<file path="config.mk">
export PLATFORM = sky130hd
export DESIGN_NAME = prom_access_arbiter_flat
export DESIGN_NICKNAME = d
export VERILOG_FILES = /design/src/rtl/prom_access_arbiter_if.sv /design/src/rtl/prom_access_arbiter.sv /design/src/flat_wrapper.sv
export SDC_FILE = /design/constraint.sdc
export NUM_CORES = 1
export LEC_CHECK = 0
export CORE_AREA = 2 2 39 41
export DETAILED_ROUTE_END_ITERATION = 10
export DIE_AREA = 0 0 41 43
export GPL_ROUTABILITY_DRIVEN = 0
export GPL_TIMING_DRIVEN = 0
export MAX_ROUTING_LAYER = met4
export PLACE_DENSITY = 0.73
export SETUP_SLACK_MARGIN = 0.4
export SYNTH_ARGS = -nofsm -noshare
export SYNTH_HDL_FRONTEND = slang
export SYNTH_SLANG_ARGS = --single-unit
export TNS_END_PERCENT = 10
</file>
<file path="constraint.sdc">
create_clock -name clk -period 1.1 [get_ports clk]
set_input_delay 0.33 -clock clk [delete_from_list [all_inputs] [get_ports clk]]
set_output_delay 0.33 -clock clk [all_outputs]
set_load 0.01 [all_outputs]
</file>
<file path="src/rtl/prom_access_arbiter_if.sv">
// rtl/prom_access_arbiter_if.sv - requester and PROM signal bundle for prom_access_arbiter
interface prom_access_arbiter_if #(
  parameter int ADDR_W = 2,
  parameter int DATA_W = 2
);
  logic              req0;
  logic [ADDR_W-1:0] addr0;
  logic              req1;
  logic [ADDR_W-1:0] addr1;
  logic              gnt0;
  logic              gnt1;
  logic              rvalid0;
  logic              rvalid1;
  logic [DATA_W-1:0] rdata;
  logic              prom_en;
  logic [ADDR_W-1:0] prom_addr;
  logic [DATA_W-1:0] prom_data;

  modport slave (
    input  req0, addr0, req1, addr1, prom_data,
    output gnt0, gnt1, rvalid0, rvalid1, rdata, prom_en, prom_addr
  );

  modport master (
    output req0, addr0, req1, addr1, prom_data,
    input  gnt0, gnt1, rvalid0, rvalid1, rdata, prom_en, prom_addr
  );
endinterface

</file>
<file path="src/rtl/prom_access_arbiter.sv">
// rtl/prom_access_arbiter.sv - two-requester round-robin arbiter and PROM access sequencer
module prom_access_arbiter #(
  parameter int ADDR_W = 2,
  parameter int DATA_W = 2
) (
  input  logic                  clk,
  input  logic                  rst_n,
  prom_access_arbiter_if.slave  bus
);
  typedef enum logic [1:0] {IDLE, ACCESS, DONE} state_t;

  state_t            state, state_next;
  logic              win, win_next;
  logic              prio, prio_next;
  logic              pick;
  logic              gnt0_q, gnt1_q, rvalid0_q, rvalid1_q, prom_en_q;
  logic              gnt0_n, gnt1_n, rvalid0_n, rvalid1_n, prom_en_n;
  logic [ADDR_W-1:0] prom_addr_q, prom_addr_n;
  logic [DATA_W-1:0] rdata_q, rdata_n;

  always_ff @(posedge clk or negedge rst_n) begin
    if (!rst_n) begin
      state       <= IDLE;
      win         <= 1'b0;
      prio        <= 1'b0;
      gnt0_q      <= 1'b0;
      gnt1_q      <= 1'b0;
      rvalid0_q   <= 1'b0;
      rvalid1_q   <= 1'b0;
      prom_en_q   <= 1'b0;
      prom_addr_q <= '0;
      rdata_q     <= '0;
    end else begin
      state       <= state_next;
      win         <= win_next;
      prio        <= prio_next;
      gnt0_q      <= gnt0_n;
      gnt1_q      <= gnt1_n;
      rvalid0_q   <= rvalid0_n;
      rvalid1_q   <= rvalid1_n;
      prom_en_q   <= prom_en_n;
      prom_addr_q <= prom_addr_n;
      rdata_q     <= rdata_n;
    end
  end

  // Outputs are computed for the next state and registered, so they carry no
  // combinational path from req/addr.
  always_comb begin
    state_next  = state;
    win_next    = win;
    prio_next   = prio;
    rdata_n     = rdata_q;
    pick        = 1'b0;
    gnt0_n      = 1'b0;
    gnt1_n      = 1'b0;
    rvalid0_n   = 1'b0;
    rvalid1_n   = 1'b0;
    prom_en_n   = 1'b0;
    prom_addr_n = '0;
    case (state)
      IDLE: begin
        if (bus.req0 || bus.req1) begin
          pick        = (bus.req0 && bus.req1) ? prio : bus.req1;
          win_next    = pick;
          state_next  = ACCESS;
          gnt0_n      = ~pick;
          gnt1_n      = pick;
          prom_en_n   = 1'b1;
          prom_addr_n = pick ? bus.addr1 : bus.addr0;
        end
      end
      ACCESS: begin
        rdata_n    = bus.prom_data;
        prio_next  = ~win;
        state_next = DONE;
        rvalid0_n  = ~win;
        rvalid1_n  = win;
      end
      DONE: begin
        state_next = IDLE;
      end
      default: begin
        state_next = IDLE;
      end
    endcase
  end

  assign bus.gnt0      = gnt0_q;
  assign bus.gnt1      = gnt1_q;
  assign bus.rvalid0   = rvalid0_q;
  assign bus.rvalid1   = rvalid1_q;
  assign bus.rdata     = rdata_q;
  assign bus.prom_en   = prom_en_q;
  assign bus.prom_addr = prom_addr_q;
endmodule

</file>
<file path="src/flat_wrapper.sv">
// flat-port wrapper written by rule: the top's interface ports become plain ports
module prom_access_arbiter_flat 
#(
  parameter int ADDR_W = 2,
  parameter int DATA_W = 2
)
  (clk, rst_n, bus_req0, bus_addr0, bus_req1, bus_addr1, bus_prom_data, bus_gnt0, bus_gnt1, bus_rvalid0, bus_rvalid1, bus_rdata, bus_prom_en, bus_prom_addr);
  prom_access_arbiter_if #(.ADDR_W(ADDR_W), .DATA_W(DATA_W)) bus_i ();
  input  logic clk;
  input  logic rst_n;
  input wire logic [$bits(bus_i.req0)-1:0] bus_req0;
  input wire logic [$bits(bus_i.addr0)-1:0] bus_addr0;
  input wire logic [$bits(bus_i.req1)-1:0] bus_req1;
  input wire logic [$bits(bus_i.addr1)-1:0] bus_addr1;
  input wire logic [$bits(bus_i.prom_data)-1:0] bus_prom_data;
  output wire logic [$bits(bus_i.gnt0)-1:0] bus_gnt0;
  output wire logic [$bits(bus_i.gnt1)-1:0] bus_gnt1;
  output wire logic [$bits(bus_i.rvalid0)-1:0] bus_rvalid0;
  output wire logic [$bits(bus_i.rvalid1)-1:0] bus_rvalid1;
  output wire logic [$bits(bus_i.rdata)-1:0] bus_rdata;
  output wire logic [$bits(bus_i.prom_en)-1:0] bus_prom_en;
  output wire logic [$bits(bus_i.prom_addr)-1:0] bus_prom_addr;
  assign bus_i.req0 = bus_req0;
  assign bus_i.addr0 = bus_addr0;
  assign bus_i.req1 = bus_req1;
  assign bus_i.addr1 = bus_addr1;
  assign bus_i.prom_data = bus_prom_data;
  assign bus_gnt0 = bus_i.gnt0;
  assign bus_gnt1 = bus_i.gnt1;
  assign bus_rvalid0 = bus_i.rvalid0;
  assign bus_rvalid1 = bus_i.rvalid1;
  assign bus_rdata = bus_i.rdata;
  assign bus_prom_en = bus_i.prom_en;
  assign bus_prom_addr = bus_i.prom_addr;
  prom_access_arbiter #(.ADDR_W(ADDR_W), .DATA_W(DATA_W)) u_core (.clk(clk), .rst_n(rst_n), .bus(bus_i));
endmodule
</file>
==> results.toml <==
[worst_hold_path]
holdCritPathClass = "in2async"

[setup_path]
worstPathArrival_ps = 790
slowest_delay_ps = 380
ff2ff_setup_slack_ps = 40
crit_type = "reg2out"
cp_max_fo = 2
r2r-start = "u_core.state[1]$_DFFE_PN0P_"
cp-start-kind = "register"
cp_cell_sequence = "buf_2"
critPathTopFamily = "flip-flops"
crit_required_ps = 770
crit_buf_inv = 1
cp_slowest_cell = "dfrtp_1"
ff2ff_path_depth = 2
endpoint_kind = "output pin"
rr_endpoint = "u_core.bus.rdata[0]$_DFFE_PN0N_"

[synth]
synth_area_per_cell_um2 = 13.7
synthTopCellsByArea = "dfrtp_1 (68%), mux2_2 (4.7%), nor4_4 (4.5%), a21o_1 (3.1%), nand3b_1 (3.1%)"
syn_area_um2 = 478
yosys.area.top_type = "dfrtp_1"
syn_inst = 35
yosys_register_bits = 13
synth_nets = 45
yosys_warnings = 0
synth_top_area_share = 0.681
ys_seq_area_frac = 0.681
ys_types = 15

[sta]
rsz0062_at_grt = "true"
setup_ws_ps = -23.4
setup_viol = 2
fin_crit_sh = 1.02
worstMarginPinSlew_ps = 562
fmax_mhz = 890
relSlewSlack = 0.625
hold_viol_final = 0
timing.final.crit_period_ps = 1120
drv_slew = 0
finClkSkew_ps = 0.742

[grt]
grt_pass1_vias = 354
grt-ovfl-total = 0
track_usage = 0.133
grt_pass1_wl_um = 1460
grt_start_max_net_pins = 14
antenna_found_initial = 0

[clock_network]
root_buffer = "clkbuf_4"
cts_tree = "built"
cts_buffers = 3
clk_pin_slew_ps = 70
clock_latency_ps = 270
cts.sink_count = 13
htree_levels = 1
cts_buffer_depth = 2

[route]
postRouteAntennaNets = 0
dr.pass1.iters = 1
drcViolationCount = 0
viasPerCell = 4.55
drt_iter0_drc = 0
routedWlPerCell_um = 12.7
num_vias = 341
routed_wl_um = 953

[placed_design]
place_ws_ps = -351
hpwl_um = 665
port_buffers = 18
dpl.cell_count = 69

[final_layout]
regArea_um2 = 327
final_cell_mix = "dfrtp_1 (12), buf_2 (7), clkdlybuf4s50_1 (6)"
num-nets-final = 70
fillers = 145
antennaDiodeCount = 0
instances_no_fill = 75
drive_above_1_share = 0.441
area_growth_syn_to_layout_pct = 49.2
final_common_cell = "dfrtp_1"
multi_input_area_um2 = 166
utilization = 0.515

[floorplan]
rows = 14
fp.dieH_um = 43
initial_core_util = 0.345
core_region_area_um2 = 1380
io_pins = 19
die_w_um = 41
die-area_um2 = 1760

[power_and_ir_drop]
p_leak_nw = 0.365
power_mw = 1.86
internal-power_mw = 1.25
vdd_ir_drop_max_uv = 1090
p_seq_frac = 0.439
swShare = 0.328
power_density_nw_per_um2 = 2610
switchingPower_uw = 612
combPwrFrac = 0.410
clock_power_share = 0.152

[flow_run]
drv_cap = 0

[run_status]
status = "finished, violations left"
violations = "setup timing"
==> metal layers <==
| metal | routed length, um | vias up | share of wire | track usage |
|---|---|---|---|---|
| li1 | - | 164 | - | - |
| met2 | 513 | 14 | 0.54 | 0.203 |
| met3 | 66 | 2 | 0.069 | 0.0471 |
| met5 | 0 | - | 0 | - |
| met1 | 359 | 161 | 0.38 | 0.129 |
| met4 | 14 | 0 | 0.015 | 0.100 |
==> timing repair <==
| action | in CTS | in global routing |
|---|---|---|
| resized for setup | 47 | 2 |
| setup buffers | 0 | 2 |
| pin swaps | 6 | 4 |
| hold buffers | 0 | 0 |
| cloned | 0 | 0 |
| endpoints found under the setup margin | 35 | 22 |
==> synthesized netlist by cell type <==
cell / count
and2b_1: 1
a21oi_1: 2
inv_1: 3
nand3b_1: 2
inv_2: 1
o21ai_2: 1
nor4_4: 1
o21ai_0: 2
nand2b_1: 1
dfrtp_1: 13
mux2_2: 2
nor2_1: 2
a21o_1: 2
o21a_1: 1
and2_1: 1
==> state kept, by name, summed over array words and instances, names as in the netlist <==
| name | cells |
|---|---|
| u_core.win | 1 |
| u_core.bus.rvalid1 | 1 |
| u_core.bus.gnt0 | 1 |
| u_core.bus.rvalid0 | 1 |
| u_core.state | 2 |
| u_core.prio | 1 |
| u_core.bus.prom_en | 1 |
| u_core.bus.prom_addr | 2 |
| u_core.bus.rdata | 2 |
| u_core.bus.gnt1 | 1 |
==> worst max-delay path by stage <==
| stage | start | end | slack, ps | depth (start not counted) |
|---|---|---|---|---|
| global route | u_core.bus.rdata[0]$_DFFE_PN0N_ | bus_rdata[0] | -70 | 1 |
| finish | u_core.bus.rdata[0]$_DFFE_PN0N_ | bus_rdata[0] | -20 | 1 |
| CTS | u_core.bus.rdata[0]$_DFFE_PN0N_ | bus_rdata[0] | -30 | 1 |
| floorplan | u_core.state[1]$_DFFE_PN0P_ | u_core.bus.rdata[0]$_DFFE_PN0N_ | 120 | 2 |
| global placement | bus_req1 | u_core.win$_DFFE_PN0P_ | -360 | 4 |
| detailed placement | bus_req1 | u_core.win$_DFFE_PN0P_ | -350 | 4 |
==> final cells by class <==
type	instances	share of cell area
inverter	4	0.0211
clock buffer	4	0.0368
timing repair buffer	20	0.223
tap	16	0.0281
multi-input combinational	18	0.233
sequential	13	0.458
==> through the flow <==
step           hold WS (ps)  instance area, um^2  setup TNS [ps]
3_5_place_dp            458                  693           -2910
2_1_floorplan          34.4                  493               0
6_report                152                  713           -40.1
3_3_place_gp            454                  693           -2880
4_1_cts                 159                  686            -116
5_1_grt                 186                  713            -339
==> cell families (layout without fill, tap and decap cells) <==
| group | count (synthesis) | count (layout) | share of synthesized area |
|---|---|---|---|
| flip-flops | 13 | 13 | 0.681 |
| multiplexers | 2 | 2 | 0.0471 |
| AO/OA/AOI/OAI | 8 | 8 | 0.107 |
| buffers and inverters | 4 | 28 | 0.0314 |
| AND/OR/NAND/NOR | 8 | 8 | 0.134 |
==> power by group through the flow <==
| stage | Combinational (mW) | Clock [mW] | Sequential (mW) |
|---|---|---|---|
| 4_1_cts | 0.690 | 0.301 | 0.812 |
| 3_5_place_dp | 0.762 | 0 | 0.808 |
| 6_report | 0.764 | 0.282 | 0.818 |
| 2_1_floorplan | 0.342 | 0 | 0.861 |
| 5_1_grt | 0.835 | 0.319 | 0.846 |
| 3_3_place_gp | 0.746 | 0 | 0.798 |
(Power assumes the default switching activity.)
